<file path="src/rtl/pe_drv_pkg.sv">
// pe_drv_pkg: state encoding and cfg decode helpers
// shared by the PE stream driver files
package pe_drv_pkg;

    typedef enum logic [2:0] {
        S_IDLE,
        S_ISSUE,
        S_FILT,
        S_IFM,
        S_IPS,
        S_COLL,
        S_DONE
    } state_t;

    typedef logic [12:0] cfg_t;

    localparam int CFG_RS_LSB = 10;
    localparam int CFG_P_LSB  = 7;
    localparam int CFG_F_LSB  = 2;

    function automatic logic [2:0] rs_of(input cfg_t c);
        return {1'b0, c[CFG_RS_LSB +: 2]} + 3'd1;
    endfunction

    function automatic logic [2:0] p_of(input cfg_t c);
        return {1'b0, c[CFG_P_LSB +: 2]} + 3'd1;
    endfunction

    function automatic logic [4:0] f_of(input cfg_t c);
        return c[CFG_F_LSB +: 5];
    endfunction

    // words moved in one phase of the current column
    function automatic logic [4:0] phase_words(
        input state_t     s,
        input cfg_t       c,
        input logic [4:0] col
    );
        logic [4:0] rs;
        logic [4:0] p;
        rs = {2'b00, rs_of(c)};
        p  = {2'b00, p_of(c)};
        case (s)
            S_FILT:        phase_words = rs * p;
            S_IFM:         phase_words = (col == 5'd0) ? rs : 5'd1;
            S_IPS, S_COLL: phase_words = p;
            default:       phase_words = 5'd0;
        endcase
    endfunction

endpackage

</file>
<file path="src/rtl/pe_stream_driver_if.sv">
// pe_stream_driver_if: PE stream and GLB port bundle
// master = driver side, slave = PE / GLB side
interface pe_stream_driver_if #(
    parameter int ADDR_W = 16,
    parameter int DATA_W = 32,
    parameter int CFG_W  = 13
);
    logic              pe_en;
    logic [CFG_W-1:0]  pe_config;
    logic              glb_rd_en;
    logic [ADDR_W-1:0] glb_rd_addr;
    logic [DATA_W-1:0] glb_rd_data;
    logic              glb_wr_en;
    logic [ADDR_W-1:0] glb_wr_addr;
    logic [DATA_W-1:0] glb_wr_data;
    logic [DATA_W-1:0] filter;
    logic              filter_valid;
    logic              filter_ready;
    logic [DATA_W-1:0] ifmap;
    logic              ifmap_valid;
    logic              ifmap_ready;
    logic [DATA_W-1:0] ipsum;
    logic              ipsum_valid;
    logic              ipsum_ready;
    logic [DATA_W-1:0] opsum;
    logic              opsum_valid;
    logic              opsum_ready;

    modport master (
        output pe_en, pe_config,
        output glb_rd_en, glb_rd_addr,
        input  glb_rd_data,
        output glb_wr_en, glb_wr_addr, glb_wr_data,
        output filter, filter_valid, input filter_ready,
        output ifmap, ifmap_valid, input ifmap_ready,
        output ipsum, ipsum_valid, input ipsum_ready,
        input  opsum, opsum_valid, output opsum_ready
    );

    modport slave (
        input  pe_en, pe_config,
        input  glb_rd_en, glb_rd_addr,
        output glb_rd_data,
        input  glb_wr_en, glb_wr_addr, glb_wr_data,
        input  filter, filter_valid, output filter_ready,
        input  ifmap, ifmap_valid, output ifmap_ready,
        input  ipsum, ipsum_valid, output ipsum_ready,
        output opsum, opsum_valid, input opsum_ready
    );
endinterface

</file>
<file path="src/rtl/pe_drv_fifo2.sv">
// pe_drv_fifo2: 2-entry valid/ready FIFO with flush
// count is exported so the producer can reserve space
module pe_drv_fifo2 #(
    parameter int W = 32
) (
    input  logic         clk,
    input  logic         rst,
    input  logic         flush,
    input  logic         in_valid,
    input  logic [W-1:0] in_data,
    output logic         in_ready,
    output logic         out_valid,
    output logic [W-1:0] out_data,
    input  logic         out_ready,
    output logic [1:0]   count
);
    logic [W-1:0] mem [2];
    logic         wp;
    logic         rp;
    logic [1:0]   cnt;
    logic         push;
    logic         pop;

    assign in_ready  = cnt != 2'd2;
    assign out_valid = cnt != 2'd0;
    assign out_data  = mem[rp];
    assign count     = cnt;
    assign push      = in_valid & in_ready;
    assign pop       = out_valid & out_ready;

    // storage and pointers; flush drops all entries
    always_ff @(posedge clk or posedge rst) begin
        if (rst) begin
            wp  <= 1'b0;
            rp  <= 1'b0;
            cnt <= 2'd0;
            for (int i = 0; i < 2; i++) mem[i] <= '0;
        end else if (flush) begin
            wp  <= 1'b0;
            rp  <= 1'b0;
            cnt <= 2'd0;
        end else begin
            if (push) begin
                mem[wp] <= in_data;
                wp      <= ~wp;
            end
            if (pop) rp <= ~rp;
            cnt <= cnt + {1'b0, push} - {1'b0, pop};
        end
    end
endmodule

</file>
<file path="src/rtl/pe_stream_driver.sv">
// pe_stream_driver: GLB-to-PE stream initiator and opsum drain
// Optional stall counter enabled by PE_DRV_STALL_CNT_EN
module pe_stream_driver
    import pe_drv_pkg::*;
#(
    parameter int ADDR_W = 16,
    parameter int DATA_W = 32,
    parameter int CFG_W  = 13
) (
    input  logic              clk,
    input  logic              rst,
    input  logic              start,
    input  logic [CFG_W-1:0]  cfg,
    input  logic [ADDR_W-1:0] filter_base,
    input  logic [ADDR_W-1:0] ifmap_base,
    input  logic [ADDR_W-1:0] ipsum_base,
    input  logic [ADDR_W-1:0] opsum_base,
    output logic              busy,
    output logic              done,
    output logic [31:0]       stall_cnt,
    pe_stream_driver_if.master bus
);
    state_t            state;
    state_t            state_nxt;
    cfg_t              cfg_q;
    logic [ADDR_W-1:0] fb_q, ib_q, pb_q, ob_q;
    logic [4:0]        col_q, rd_cnt, tx_cnt, n_words;
    logic              infl_q;
    logic              f_in_ready, f_valid, f_ready;
    logic [DATA_W-1:0] f_data;
    logic [1:0]        f_count;
    logic              rd_phase, rd_en, room, pop;
    logic              last_rd, wr_en, last_wr, last_col;
    logic [ADDR_W-1:0] rd_addr, k_a, col_a, rs_a, p_a;

    assign n_words  = phase_words(state, cfg_q, col_q);
    assign k_a      = ADDR_W'(rd_cnt);
    assign col_a    = ADDR_W'(col_q);
    assign rs_a     = ADDR_W'(rs_of(cfg_q));
    assign p_a      = ADDR_W'(p_of(cfg_q));
    assign rd_phase = state inside {S_FILT, S_IFM, S_IPS};
    assign last_col = col_q == f_of(cfg_q);

    // active stream select: ready source and GLB read address
    always_comb begin
        f_ready = 1'b0;
        rd_addr = '0;
        unique case (1'b1)
            state == S_FILT: begin
                f_ready = bus.filter_ready;
                rd_addr = fb_q + k_a;
            end
            state == S_IFM: begin
                f_ready = bus.ifmap_ready;
                rd_addr = (col_q == 5'd0) ? ib_q + k_a
                        : ib_q + rs_a + col_a - ADDR_W'(1);
            end
            state == S_IPS: begin
                f_ready = bus.ipsum_ready;
                rd_addr = pb_q + col_a * p_a + k_a;
            end
            default: ;
        endcase
    end

    // a read may issue only if the FIFO can still hold it
    // together with the one already in flight
    assign pop     = f_valid & f_ready;
    assign room    = f_in_ready &
                     (({1'b0, f_count} + {2'b0, infl_q}) < (3'd2 + {2'b0, pop}));
    assign rd_en   = rd_phase & (rd_cnt < n_words) & room;
    assign last_rd = pop & (tx_cnt == n_words - 5'd1);
    assign wr_en   = (state == S_COLL) & bus.opsum_valid;
    assign last_wr = wr_en & (tx_cnt == n_words - 5'd1);

    pe_drv_fifo2 #(.W(DATA_W)) u_fifo (
        .clk       (clk),
        .rst       (rst),
        .flush     (state == S_IDLE),
        .in_valid  (infl_q),
        .in_data   (bus.glb_rd_data),
        .in_ready  (f_in_ready),
        .out_valid (f_valid),
        .out_data  (f_data),
        .out_ready (f_ready),
        .count     (f_count)
    );

    assign busy            = (state != S_IDLE) && (state != S_DONE);
    assign bus.pe_en       = state == S_ISSUE;
    assign bus.pe_config   = cfg_q;
    assign bus.glb_rd_en   = rd_en;
    assign bus.glb_rd_addr = rd_en ? rd_addr : '0;
    assign bus.glb_wr_en   = wr_en;
    assign bus.glb_wr_addr = wr_en ? ob_q + col_a * p_a + ADDR_W'(tx_cnt) : '0;
    assign bus.glb_wr_data = wr_en ? bus.opsum : '0;
    assign bus.opsum_ready = state == S_COLL;
    assign bus.filter_valid = f_valid & (state == S_FILT);
    assign bus.ifmap_valid  = f_valid & (state == S_IFM);
    assign bus.ipsum_valid  = f_valid & (state == S_IPS);
    assign bus.filter = bus.filter_valid ? f_data : '0;
    assign bus.ifmap  = bus.ifmap_valid ? f_data : '0;
    assign bus.ipsum  = bus.ipsum_valid ? f_data : '0;

    // next-state: phases advance on their last handshake
    always_comb begin
        state_nxt = state;
        unique case (state)
            S_IDLE:  if (start) state_nxt = S_ISSUE;
            S_ISSUE: state_nxt = S_FILT;
            S_FILT:  if (last_rd) state_nxt = S_IFM;
            S_IFM:   if (last_rd) state_nxt = S_IPS;
            S_IPS:   if (last_rd) state_nxt = S_COLL;
            S_COLL:  if (last_wr) state_nxt = last_col ? S_DONE : S_IFM;
            S_DONE:  state_nxt = S_IDLE;
            default: state_nxt = S_IDLE;
        endcase
    end

    // state register
    always_ff @(posedge clk or posedge rst) begin
        if (rst) state <= S_IDLE;
        else     state <= state_nxt;
    end

    // job registers, per-phase counters, column index, done pulse
    always_ff @(posedge clk or posedge rst) begin
        if (rst) begin
            cfg_q  <= '0;
            fb_q   <= '0;
            ib_q   <= '0;
            pb_q   <= '0;
            ob_q   <= '0;
            col_q  <= '0;
            rd_cnt <= '0;
            tx_cnt <= '0;
            infl_q <= 1'b0;
            done   <= 1'b0;
        end else begin
            infl_q <= rd_en;
            done   <= last_wr & last_col;
            if (state == S_IDLE && start) begin
                cfg_q <= cfg;
                fb_q  <= filter_base;
                ib_q  <= ifmap_base;
                pb_q  <= ipsum_base;
                ob_q  <= opsum_base;
                col_q <= '0;
            end
            if (state_nxt != state) begin
                rd_cnt <= '0;
                tx_cnt <= '0;
                if (state == S_COLL && state_nxt == S_IFM)
                    col_q <= col_q + 5'd1;
            end else begin
                if (rd_en) rd_cnt <= rd_cnt + 5'd1;
                if (pop | wr_en) tx_cnt <= tx_cnt + 5'd1;
            end
        end
    end

`ifdef PE_DRV_STALL_CNT_EN
    logic stall;

    assign stall = (bus.filter_valid & ~bus.filter_ready)
                 | (bus.ifmap_valid & ~bus.ifmap_ready)
                 | (bus.ipsum_valid & ~bus.ipsum_ready);

    // saturating stall counter, cleared when a job is accepted
    always_ff @(posedge clk or posedge rst) begin
        if (rst)
            stall_cnt <= '0;
        else if (state == S_IDLE && start)
            stall_cnt <= '0;
        else if (stall && stall_cnt != 32'hFFFF_FFFF)
            stall_cnt <= stall_cnt + 32'd1;
    end
`else
    assign stall_cnt = '0;
`endif

endmodule

</file>
<file path="src/flat_wrapper.sv">
// flat-port wrapper written by rule: the top's interface ports become plain ports
module pe_stream_driver_flat import pe_drv_pkg::*;
#(
    parameter int ADDR_W = 16,
    parameter int DATA_W = 32,
    parameter int CFG_W  = 13
)
  (clk, rst, start, cfg, filter_base, ifmap_base, ipsum_base, opsum_base, busy, done, stall_cnt, bus_pe_en, bus_pe_config, bus_glb_rd_en, bus_glb_rd_addr, bus_glb_rd_data, bus_glb_wr_en, bus_glb_wr_addr, bus_glb_wr_data, bus_filter, bus_filter_valid, bus_filter_ready, bus_ifmap, bus_ifmap_valid, bus_ifmap_ready, bus_ipsum, bus_ipsum_valid, bus_ipsum_ready, bus_opsum, bus_opsum_valid, bus_opsum_ready);
  pe_stream_driver_if #(.ADDR_W(ADDR_W), .DATA_W(DATA_W), .CFG_W(CFG_W)) bus_i ();
  input  logic clk;
  input  logic rst;
  input  logic start;
  input  logic [CFG_W-1:0] cfg;
  input  logic [ADDR_W-1:0] filter_base;
  input  logic [ADDR_W-1:0] ifmap_base;
  input  logic [ADDR_W-1:0] ipsum_base;
  input  logic [ADDR_W-1:0] opsum_base;
  output logic busy;
  output logic done;
  output logic [31:0] stall_cnt;
  output wire logic [$bits(bus_i.pe_en)-1:0] bus_pe_en;
  output wire logic [$bits(bus_i.pe_config)-1:0] bus_pe_config;
  output wire logic [$bits(bus_i.glb_rd_en)-1:0] bus_glb_rd_en;
  output wire logic [$bits(bus_i.glb_rd_addr)-1:0] bus_glb_rd_addr;
  input wire logic [$bits(bus_i.glb_rd_data)-1:0] bus_glb_rd_data;
  output wire logic [$bits(bus_i.glb_wr_en)-1:0] bus_glb_wr_en;
  output wire logic [$bits(bus_i.glb_wr_addr)-1:0] bus_glb_wr_addr;
  output wire logic [$bits(bus_i.glb_wr_data)-1:0] bus_glb_wr_data;
  output wire logic [$bits(bus_i.filter)-1:0] bus_filter;
  output wire logic [$bits(bus_i.filter_valid)-1:0] bus_filter_valid;
  input wire logic [$bits(bus_i.filter_ready)-1:0] bus_filter_ready;
  output wire logic [$bits(bus_i.ifmap)-1:0] bus_ifmap;
  output wire logic [$bits(bus_i.ifmap_valid)-1:0] bus_ifmap_valid;
  input wire logic [$bits(bus_i.ifmap_ready)-1:0] bus_ifmap_ready;
  output wire logic [$bits(bus_i.ipsum)-1:0] bus_ipsum;
  output wire logic [$bits(bus_i.ipsum_valid)-1:0] bus_ipsum_valid;
  input wire logic [$bits(bus_i.ipsum_ready)-1:0] bus_ipsum_ready;
  input wire logic [$bits(bus_i.opsum)-1:0] bus_opsum;
  input wire logic [$bits(bus_i.opsum_valid)-1:0] bus_opsum_valid;
  output wire logic [$bits(bus_i.opsum_ready)-1:0] bus_opsum_ready;
  assign bus_pe_en = bus_i.pe_en;
  assign bus_pe_config = bus_i.pe_config;
  assign bus_glb_rd_en = bus_i.glb_rd_en;
  assign bus_glb_rd_addr = bus_i.glb_rd_addr;
  assign bus_i.glb_rd_data = bus_glb_rd_data;
  assign bus_glb_wr_en = bus_i.glb_wr_en;
  assign bus_glb_wr_addr = bus_i.glb_wr_addr;
  assign bus_glb_wr_data = bus_i.glb_wr_data;
  assign bus_filter = bus_i.filter;
  assign bus_filter_valid = bus_i.filter_valid;
  assign bus_i.filter_ready = bus_filter_ready;
  assign bus_ifmap = bus_i.ifmap;
  assign bus_ifmap_valid = bus_i.ifmap_valid;
  assign bus_i.ifmap_ready = bus_ifmap_ready;
  assign bus_ipsum = bus_i.ipsum;
  assign bus_ipsum_valid = bus_i.ipsum_valid;
  assign bus_i.ipsum_ready = bus_ipsum_ready;
  assign bus_i.opsum = bus_opsum;
  assign bus_i.opsum_valid = bus_opsum_valid;
  assign bus_opsum_ready = bus_i.opsum_ready;
  pe_stream_driver #(.ADDR_W(ADDR_W), .DATA_W(DATA_W), .CFG_W(CFG_W)) u_core (.clk(clk), .rst(rst), .start(start), .cfg(cfg), .filter_base(filter_base), .ifmap_base(ifmap_base), .ipsum_base(ipsum_base), .opsum_base(opsum_base), .busy(busy), .done(done), .stall_cnt(stall_cnt), .bus(bus_i));
endmodule
</file>
<file path="config.mk">
export PLATFORM = sky130hd
export DESIGN_NAME = pe_stream_driver_flat
export DESIGN_NICKNAME = d
export VERILOG_FILES = /design/src/rtl/pe_drv_pkg.sv /design/src/rtl/pe_stream_driver_if.sv /design/src/rtl/pe_drv_fifo2.sv /design/src/rtl/pe_stream_driver.sv /design/src/flat_wrapper.sv
export SDC_FILE = /design/constraint.sdc
export NUM_CORES = 1
export LEC_CHECK = 0
export CORE_AREA = 2 2 159 161
export CTS_CLUSTER_SIZE = 10
export DETAILED_ROUTE_END_ITERATION = 12
export DIE_AREA = 0 0 161 163
export PLACE_DENSITY = 0.87
export SLEW_MARGIN = 20
export SYNTH_ARGS = -nofsm -noshare
export SYNTH_HDL_FRONTEND = slang
export SYNTH_HIERARCHICAL = 1
export SYNTH_SLANG_ARGS = --single-unit
</file>
<file path="constraint.sdc">
create_clock -name clk -period 9.1 [get_ports clk]
set_clock_uncertainty 0.05 [all_clocks]
set_input_delay 1.82 -clock clk [delete_from_list [all_inputs] [get_ports clk]]
set_output_delay 1.82 -clock clk [all_outputs]
set_load 0.01 [all_outputs]
</file>
==> flow_summary.ini, run 1 <==
[outcome]
status = complete, no violations

[critical_path]
path_max_fanout = 12
path_class = reg2out
reg2reg_to = u_core/rd_cnt[1]
reg2reg_slack_ps = 4110
reg2reg_depth = 15
critPathLaunchType = register
worstPathArrival_ps = 6060
endpoint = bus_glb_rd_addr[13]
end_kind = primary output
r2r-start = u_core/bus.pe_config[10]
crit_required_ps = 7230
crit_start = u_core/bus.pe_config[7]

[logic_synthesis]
synth_flop_cell = dfrtp_1
async_reset_ff_frac = 1.000
synth_area_leaders = dfrtp_1, ha_1, mux2_2, nand2_1, and2_1
synthesis.instances = 1432
synth-edff-count = 0
yosysWarnings = 6
synth_cell_types = 84
avgSynthCellArea_um2 = 8.998
synth_compound_area_frac = 0.1108
syn-cell-area_um2 = 12880
yosys.area.top_type = dfrtp_1
synthAdderAreaFrac = 0.1309
synthMuxAreaShare = 0.08934
synth-simple-area-share = 0.2253
synth_top_area_share = 0.3205
yosysSeqAreaShare = 0.3205
synth_top_family_by_area = simple AND/OR/NAND/NOR gates
synth_xor_area_frac = 0.04952
synth_seq_cells = 165

[sta]
finalSetupViolations = 0
fin_crit_ps = 7928
setup_tns_ps = 0
rsz0062_at_grt = no
tightest_slew_ps = 1082
fmax_mhz = 126.1
slew_violations = 0
relSlewSlack = 0.2784
fin_crit_sh = 0.8712
hold_viol = 0

[global_routing]
grt.total_usage = 0.2776
grt_max_degree = 106
grt-ovfl-total = 0
first_global_vias = 11610
grt_pass1_wl_mm = 58.44
grt_antenna_before_repair = 0

[pwr]
power.density_nw_per_um2 = 388.8
p_int_w = 0.003513
power_frac_comb = 0.663
pwr-share-clk = 0.117
p_sw_frac = 0.4637
p_sw_w = 0.003037
p_leak_nw = 7.778
vdd_drop_max_mv = 0.2762
pwr-share-seq = 0.220

[floorplan]
coreArea_um2 = 24670
start_util = 0.5222
die_h_um = 163
rows = 58
die_w_um = 161
ioPinCount = 362
fp.dieArea_um2 = 26240

[cts]
cts_max_level = 4
cts_hold_repair.buffers = 0
insertion_delay_ps = 430
cts_tree = done
cts_root_buf = clkbuf_16
numCtsBuffers = 17
clk_path_buf_depth = 2
cts_sinks = 165
cts_resized = 0
post_cts_buffers = 0
clk_pin_slew_ps = 70

[detailed_routing]
wl_mm = 36.60
vias_per_cell = 5.538
vias = 11400
drtIter0Drc = 758
wl_per_cell_um = 17.78
drcViolationCount = 0
first_pass_iters = 5
ant_nets = 0

[finish]
fin_cells = 2058
antenna_cells = 0
final_layout_size_suffix_gt1_frac = 0.1024
nets = 1984
syn_to_final_growth_pct = 30.77

[worst_hold_path]
hp-class = reg2reg
hold_path_depth = 2

[job]
maxCapViolCount = 0

[placement]
dp.cells = 2026
dp_hpwl_mm = 27.08
gp_congestion = 0.9252
io_buffer_count = 329
==> through the flow <==
step | setup slack (ps) | area [um2] | total power, W | hold slack (ps) | util
2_1_floorplan | 2606 | 13000 | 0.004281 | 402.3 | -
3_3_place_gp | 1789 | 16210 | 0.005497 | 410.2 | 0.6569
3_5_place_dp | 1621 | 16210 | 0.005669 | 416.1 | 0.6569
4_1_cts | 1163 | 16840 | 0.006514 | 434.3 | 0.6826
5_1_grt | 767.3 | 16850 | 0.007060 | 464.3 | 0.6829
6_report | 1172 | 16850 | 0.006551 | 429.4 | 0.6829
==> sequential cells by signal, indices dropped and copies added, names as in the netlist <==
signal / flops
u_core/ib_q: 16
u_core/done: 1
u_core/u_fifo/count: 2
u_core/col_q: 5
u_core/u_fifo/wp: 1
u_core/pb_q: 16
u_core/u_fifo/rp: 1
u_core/state: 3
u_core/fb_q: 16
u_core/bus.pe_config: 13
u_core/u_fifo/mem: 64
u_core/tx_cnt: 5
u_core/ob_q: 16
u_core/infl_q: 1
u_core/rd_cnt: 5
==> how the worst min path moves through the flow <==
stage               slack, ps                      end               startpoint
floorplan                 400           u_core/fb_q[0]           u_core/fb_q[0]
global placement          410  u_core/bus.pe_config[9]  u_core/bus.pe_config[9]
detailed placement        420  u_core/bus.pe_config[9]  u_core/bus.pe_config[9]
CTS                       430  u_core/bus.pe_config[9]  u_core/bus.pe_config[9]
global route              460  u_core/bus.pe_config[0]  u_core/bus.pe_config[0]
finish                    430  u_core/bus.pe_config[9]  u_core/bus.pe_config[9]
==> synthesized netlist by cell type, types with 10 or more instances <==
cell type / count
o21ai_0: 50
a31oi_1: 11
nand3_1: 26
nand2_1: 238
mux2_2: 93
a21oi_1: 47
clkbuf_1: 50
and2_1: 80
nor2_1: 51
dfrtp_1: 165
buf_4: 33
xnor2_1: 51
nor3_1: 13
a21o_1: 21
ha_1: 98
and3_1: 77
xor2_1: 20
fa_1: 23
o21bai_1: 10
inv_1: 94
nand2b_1: 10
==> logic make-up (layout without fill, tap and decap cells) <==
group | after synthesis | in the layout
and+or+nand+nor | 559 | 559
AOI/OAI and AO/OA | 211 | 211
buffers and inverters | 200 | 465
DFF | 165 | 165
adders and majority gates | 121 | 121
muxes | 103 | 103
xor gates and xnor gates | 72 | 72
other | 1 | 32
==> cell type report <==
cell class / count / area (um2)
multi-input cells: 1098 / 7951
well taps: 330 / 412.9
flip-flops and latches: 165 / 4129
fillers: 1873 / 7824
clock inverters: 15 / 207.7
clock buffers: 17 / 425.4
repair buffers: 338 / 3364
inverters: 95 / 359.1
==> routing by layer <==
layer	vias up	GRT usage	part of all wire
li1	5380	-	-
met1	5485	0.3383	0.40
met2	438	0.4815	0.50
met3	95	0.05526	0.062
met4	0	0.1165	0.037
met5	-	0	0
==> placed cells by master, fill, tap and decap left out, drive strengths merged, types with 9 or more instances in the layout <==
cell	netlist	layout
a21o	21	21
a21oi	48	48
a31oi	11	11
and2	81	81
and3	77	77
buf	55	9
clkbuf	50	17
clkdlybuf4s50	0	329
conb	1	32
dfrtp	165	165
fa	23	23
ha	98	98
inv	95	101
mux2	96	96
nand2	238	238
nand2b	11	11
nand3	26	26
nand4	9	9
nor2	53	53
nor3	21	21
o21ai	50	50
o21bai	10	10
xnor2	52	52
xor2	20	20
==> power by group through the flow <==
stage / Combinational, W / Sequential [W] / Clock (W)
after floorplan: 0.00296 / 0.00132 / 0
after global placement: 0.00408 / 0.00142 / 0
after detailed placement: 0.00422 / 0.00145 / 0
after CTS: 0.00430 / 0.00144 / 0.000779
after global routing: 0.00476 / 0.00149 / 0.000812
final: 0.00434 / 0.00144 / 0.000768
==> worst max-delay path, stage by stage (launching register included) <==
cell,delay (ps)
dfrtp_1,540
ha_1,400
nand2_1,130
fa_1,540
inv_1,40
ha_1,200
inv_1,70
fa_1,470
fa_1,510
inv_1,50
ha_1,330
a21o_1,130
a21oi_1,90
o21bai_1,200
a21boi_0,220
nor2_1,190
or4b_2,610
a31oi_1,200
a311o_1,170
clkdlybuf4s50_1,550
(Power assumes the default switching activity.)
==> run 2: changes to the inputs <==
--- a/config.mk
+++ b/config.mk
@@ -9,6 +9,7 @@
 export CTS_CLUSTER_SIZE = 10
 export DETAILED_ROUTE_END_ITERATION = 12
 export DIE_AREA = 0 0 161 163
+export GPL_ROUTABILITY_DRIVEN = 0
 export PLACE_DENSITY = 0.87
 export SLEW_MARGIN = 20
 export SYNTH_ARGS = -nofsm -noshare
==> run 2 against run 1 <==
Effect of this change: total power shrank 1.2%; global-route usage fell by 0.48 points; die area unchanged; clock power shrank 5.6%; sequential cell count unchanged; critical path type unchanged; combinational power is 0.9% lower; via count rose by 1.2%; highest routed layer unchanged.
==> flow_summary.ini, run 2 (synthesis gave the netlist of run 1 again) <==
[sta]
tightest_slew_ps = 1070
fin_crit_sh = 0.8831
timing.hold.ws_ps = 428.2
slew_violations = 0
relSlewSlack = 0.2864
finalSetupViolations = 0
setup_tns_ps = 0
rsz0062_at_grt = no
worst_slack_ps = 1063
fin_crit_ps = 8037
fmax_mhz = 124.4
hold_viol = 0

[pwr]
p_int_w = 0.003479
power.density_nw_per_um2 = 384.3
pwr-share-clk = 0.112
pwr-share-seq = 0.224
p_sw_frac = 0.4622
p_leak_nw = 7.774
vdd_drop_max_mv = 0.2403
p_sw_w = 0.002991
power_frac_comb = 0.664

[cts]
insertion_delay_ps = 430
cts_hold_repair.buffers = 0
post_cts_buffers = 0
numCtsBuffers = 17
cts_sinks = 165
cts_tree = done
clk_pin_slew_ps = 70
cts_root_buf = clkbuf_16
cts_resized = 0
cts_max_level = 4
clk_path_buf_depth = 2

[placement]
place_area_um2 = 16210
dp_hpwl_mm = 26.82
dp_slack_ps = 1752
io_buffer_count = 329

[critical_path]
worstPathArrival_ps = 6170
reg2reg_slack_ps = 4050
path_class = reg2out
reg2reg_depth = 15
r2r-start = u_core/bus.pe_config[7]
path_max_fanout = 12
path_buf_inv = 4
critPathLaunchType = register
critPathMaxStageDelay_ps = 610
end_kind = primary output
crit_required_ps = 7230
critical_path.cell_chain = ha_1 > nand2_1 > fa_1 > inv_1 > ha_1 > inv_1 > fa_1 > fa_1 > inv_1 > ha_1 > a21o_1 > a21oi_1 > o21bai_1 > a21boi_0 > nor2_1 > or4b_2 > a31oi_1 > a311o_1 > clkdlybuf4s50_1
crit_family = adder cells
cp_slowest_cell = or4b_2
reg2reg_to = u_core/tx_cnt[2]

[global_routing]
use_met1 = 0.3431
grt-ovfl-total = 0
grt_antenna_before_repair = 0
grt_util_met3 = 0.04609
grt_max_degree = 106
first_global_vias = 11290
grt.total_usage = 0.2729
grt_use_met2 = 0.4696
grt.busiest_layer = met2
grt_pass1_wl_mm = 57.51

[worst_hold_path]
hold_path_depth = 2
worst_hold_startpoint = u_core/bus.pe_config[9]
hp-class = reg2reg
hold_end = u_core/bus.pe_config[9]

[detailed_routing]
wl_per_cell_um = 17.67
first_pass_iters = 6
drtIter0Drc = 821
ant_nets = 0
vias = 11530
drcViolationCount = 0
vias_per_cell = 5.600
wl_mm = 36.38

[floorplan]
coreArea_um2 = 24670
start_util = 0.5222
die_w_um = 161
fp.dieArea_um2 = 26240
die_h_um = 163
ioPinCount = 362
rows = 58

[finish]
nets = 1985
layout_common_cells = clkdlybuf4s50_1, nand2_1, dfrtp_1
layout_commonest_cell = clkdlybuf4s50_1
largest_register_ffs = 64
antenna_cells = 0
top_register = u_core/u_fifo/mem
final_layout_size_suffix_gt1_frac = 0.1029
final_cell_area_um2 = 16840
syn_to_final_growth_pct = 30.68

[outcome]
status = complete, no violations

[job]
maxCapViolCount = 0
[run 2: changes by cell type in the layout (fill, tap and decap cells not counted)]
cell       previous run  this run
buf_8                 0         1
bufinv_16             1         0
clkinv_2              0         1
clkinv_8              6         5
inv_12                0         1
inv_6                 2         3
inv_8                 4         3
[run 2: worst max-delay path by stage]
| stage | cells past startpoint | slack [ps] | from | end |
|---|---|---|---|---|
| 4_1_cts | 19 | 1150 | u_core/bus.pe_config[7] | bus_glb_rd_addr[13] |
| 6_report | 19 | 1060 | u_core/bus.pe_config[7] | bus_glb_rd_addr[13] |
| 5_1_grt | 18 | 770 | u_core/bus.pe_config[7] | bus_glb_rd_addr[13] |
| 2_1_floorplan | 19 | 2610 | u_core/bus.pe_config[7] | bus_glb_rd_addr[13] |
| 3_3_place_gp | 19 | 1830 | u_core/bus.pe_config[7] | bus_glb_rd_addr[13] |
| 3_5_place_dp | 19 | 1750 | u_core/bus.pe_config[7] | bus_glb_rd_addr[13] |
[run 2: final cells by class]
class / instances / area [um2]
Multi-Input combinational cell: 1098 / 7951
Tap cell: 330 / 412.9
Fill cell: 1843 / 7836
Inverter: 95 / 359.1
Sequential cell: 165 / 4129
Timing Repair Buffer: 339 / 3379
Clock buffer: 17 / 425.4
Clock inverter: 15 / 180.2
[run 2: worst min-delay path: cells and delay by family, from the launching register on]
| kind | cells | cell delay [ps] |
|---|---|---|
| flip-flops | 1 | 340 |
| AND/OR/NAND/NOR | 2 | 110 |
[run 2: stage by stage]
step                power (W)    util  cells
floorplan            0.004281       -   1463
global placement     0.005488  0.6569   2026
detailed placement   0.005646  0.6569   2026
CTS                  0.006423  0.6814   2058
global route         0.006965  0.6824   2059
finish               0.006470  0.6824   2059
[run 2: power groups by stage]
stage          sequential [W]  clock [W]  combinational (W)
5_1_grt               0.00150   0.000769            0.00470
3_5_place_dp          0.00145          0            0.00420
6_report              0.00145   0.000725            0.00430
3_3_place_gp          0.00142          0            0.00406
2_1_floorplan         0.00132          0            0.00296
4_1_cts               0.00144   0.000736            0.00425
[run 2: metal layers]
layer,share of wire,vias up
met4,0.033,0
met2,0.50,534
met5,0,-
li1,-,5378
met1,0.40,5504
met3,0.067,114
==> run 3: changes to the inputs <==
--- a/config.mk
+++ b/config.mk
@@ -6,12 +6,14 @@
 export NUM_CORES = 1
 export LEC_CHECK = 0
 export CORE_AREA = 2 2 159 161
+export CTS_BUF_LIST = sky130_fd_sc_hd__clkbuf_8 sky130_fd_sc_hd__clkbuf_16
 export CTS_CLUSTER_SIZE = 10
 export DETAILED_ROUTE_END_ITERATION = 12
 export DIE_AREA = 0 0 161 163
 export GPL_ROUTABILITY_DRIVEN = 0
+export MAX_ROUTING_LAYER = met4
 export PLACE_DENSITY = 0.87
-export SLEW_MARGIN = 20
+export SLEW_MARGIN = 10
 export SYNTH_ARGS = -nofsm -noshare
 export SYNTH_HDL_FRONTEND = slang
 export SYNTH_HIERARCHICAL = 1
==> run 3 against run 2 <==
Effect of this change: first-iteration DRC count fell by 6.9%; combinational power about the same; clock power about the same; core utilization down 0.096 points; clock-buffer cell count stayed put.
==> flow_summary.ini, run 3 (synthesis gave the netlist of run 1 again) <==
[outcome]
status = complete, no violations

[global_routing]
use_met1 = 0.3458
grt.busiest_layer = met2
grt_antenna_before_repair = 0
grt_max_degree = 106
grt_pass1_wl_mm = 57.51
grt_util_met3 = 0.04380
grt.total_usage = 0.2813
first_global_vias = 11240
grt_use_met2 = 0.4684
grt-ovfl-total = 0

[detailed_routing]
vias = 11530
wl_per_cell_um = 17.69
drtIter0Drc = 764
drcViolationCount = 0
vias_per_cell = 5.603
wl_mm = 36.41
ant_nets = 0
first_pass_iters = 5

[sta]
finalSetupViolations = 0
rsz0062_at_grt = no
relSlewSlack = 0.2027
setup_tns_ps = 0
slew_violations = 0
fmax_mhz = 124.0
fin_crit_ps = 8064
tightest_slew_ps = 1192
hold_viol = 0
fin_crit_sh = 0.8861

[finish]
syn_to_final_growth_pct = 30.49
top_register = u_core/u_fifo/mem
nets = 1984
layout_common_cells = clkdlybuf4s50_1, nand2_1, dfrtp_1
antenna_cells = 0
layout_commonest_cell = clkdlybuf4s50_1
fin_util = 0.6814
nFillCells = 1846
final_layout_size_suffix_gt1_frac = 0.1024
largest_register_ffs = 64

[cts]
cts_resized = 0
post_cts_buffers = 0
cts_tree = done
cts_root_buf = clkbuf_16
cts_sinks = 165
clk_path_buf_depth = 2
numCtsBuffers = 17
insertion_delay_ps = 430
cts_hold_repair.buffers = 0
clk_pin_slew_ps = 70
cts_max_level = 4

[job]
maxCapViolCount = 0

[critical_path]
r2r-start = u_core/bus.pe_config[7]
critPathLaunchType = register
worstPathArrival_ps = 6190
path_class = reg2out
crit_required_ps = 7230
path_max_fanout = 12
reg2reg_depth = 15
reg2reg_to = u_core/tx_cnt[2]
reg2reg_slack_ps = 4050
end_kind = primary output

[floorplan]
start_util = 0.5222
die_h_um = 163
die_w_um = 161
rows = 58
ioPinCount = 362
fp.dieArea_um2 = 26240
coreArea_um2 = 24670

[placement]
dp_hpwl_mm = 26.82
io_buffer_count = 329

[pwr]
vdd_drop_max_mv = 0.2417
p_int_w = 0.003480
power_frac_comb = 0.664
p_sw_frac = 0.4626
power.density_nw_per_um2 = 385.1
p_leak_nw = 7.757
pwr-share-seq = 0.224
finalPower_w = 0.006476
pwr-share-clk = 0.112
p_sw_w = 0.002996

[worst_hold_path]
hp-class = reg2reg
hold_end = u_core/bus.pe_config[9]
worst_hold_startpoint = u_core/bus.pe_config[9]
hold_path_depth = 2
run 3: per-layer routing:
metal | wire, um | vias to the layer above
li1 | - | 5379
met1 | 14670 | 5504
met2 | 18050 | 539
met3 | 2469 | 110
met4 | 1229 | 0
met5 | 0 | -
run 3: stage by stage:
step           setup WS, ps  std cells  hold slack, ps  area (um2)
2_1_floorplan          2606       1463           402.3       13000
3_3_place_gp           1833       2026           410.5       16210
3_5_place_dp           1752       2026           411.3       16210
4_1_cts                1149       2058           430.0       16810
5_1_grt               759.8       2058           451.7       16810
6_report               1036       2058           426.2       16810
run 3: cell type report:
class                           count  area (um2)  share of cell area
Clock buffer                       17       425.4             0.02530
Timing Repair Buffer              338        3361              0.1999
Tap cell                          330       412.9             0.02456
Clock inverter                     15       180.2             0.01072
Multi-Input combinational cell   1098        7946              0.4726
Inverter                           95       359.1             0.02136
Sequential cell                   165        4129              0.2456
run 3: worst max path at each step:
stage	start	to	slack (ps)	depth (start not counted)
after floorplan	u_core/bus.pe_config[7]	bus_glb_rd_addr[13]	2610	19
after global placement	u_core/bus.pe_config[7]	bus_glb_rd_addr[13]	1830	19
after detailed placement	u_core/bus.pe_config[7]	bus_glb_rd_addr[13]	1750	19
after CTS	u_core/bus.pe_config[7]	bus_glb_rd_addr[13]	1150	19
after global routing	u_core/bus.pe_config[7]	bus_glb_rd_addr[13]	760	18
final	u_core/bus.pe_config[7]	bus_glb_rd_addr[13]	1040	19
run 3: power groups by stage:
stage	Sequential, W	Clock [W]	Combinational (W)
final	0.00145	0.000725	0.00430
after global routing	0.00150	0.000769	0.00470
after CTS	0.00144	0.000736	0.00425
after detailed placement	0.00145	0	0.00420
after global placement	0.00142	0	0.00406
after floorplan	0.00132	0	0.00296
run 3: critical path, stage by stage, from the launching register on:
cell and delay [ps]:
dfrtp_1 550, ha_1 420, nand2_1 130, fa_1 540
inv_1 40, ha_1 210, inv_1 80, fa_1 480
fa_1 510, inv_1 40, ha_1 310, a21o_1 120
a21oi_1 90, o21bai_1 190, a21boi_0 210, nor2_1 270
or4b_2 610, a31oi_1 210, a311o_1 190, clkdlybuf4s50_1 550
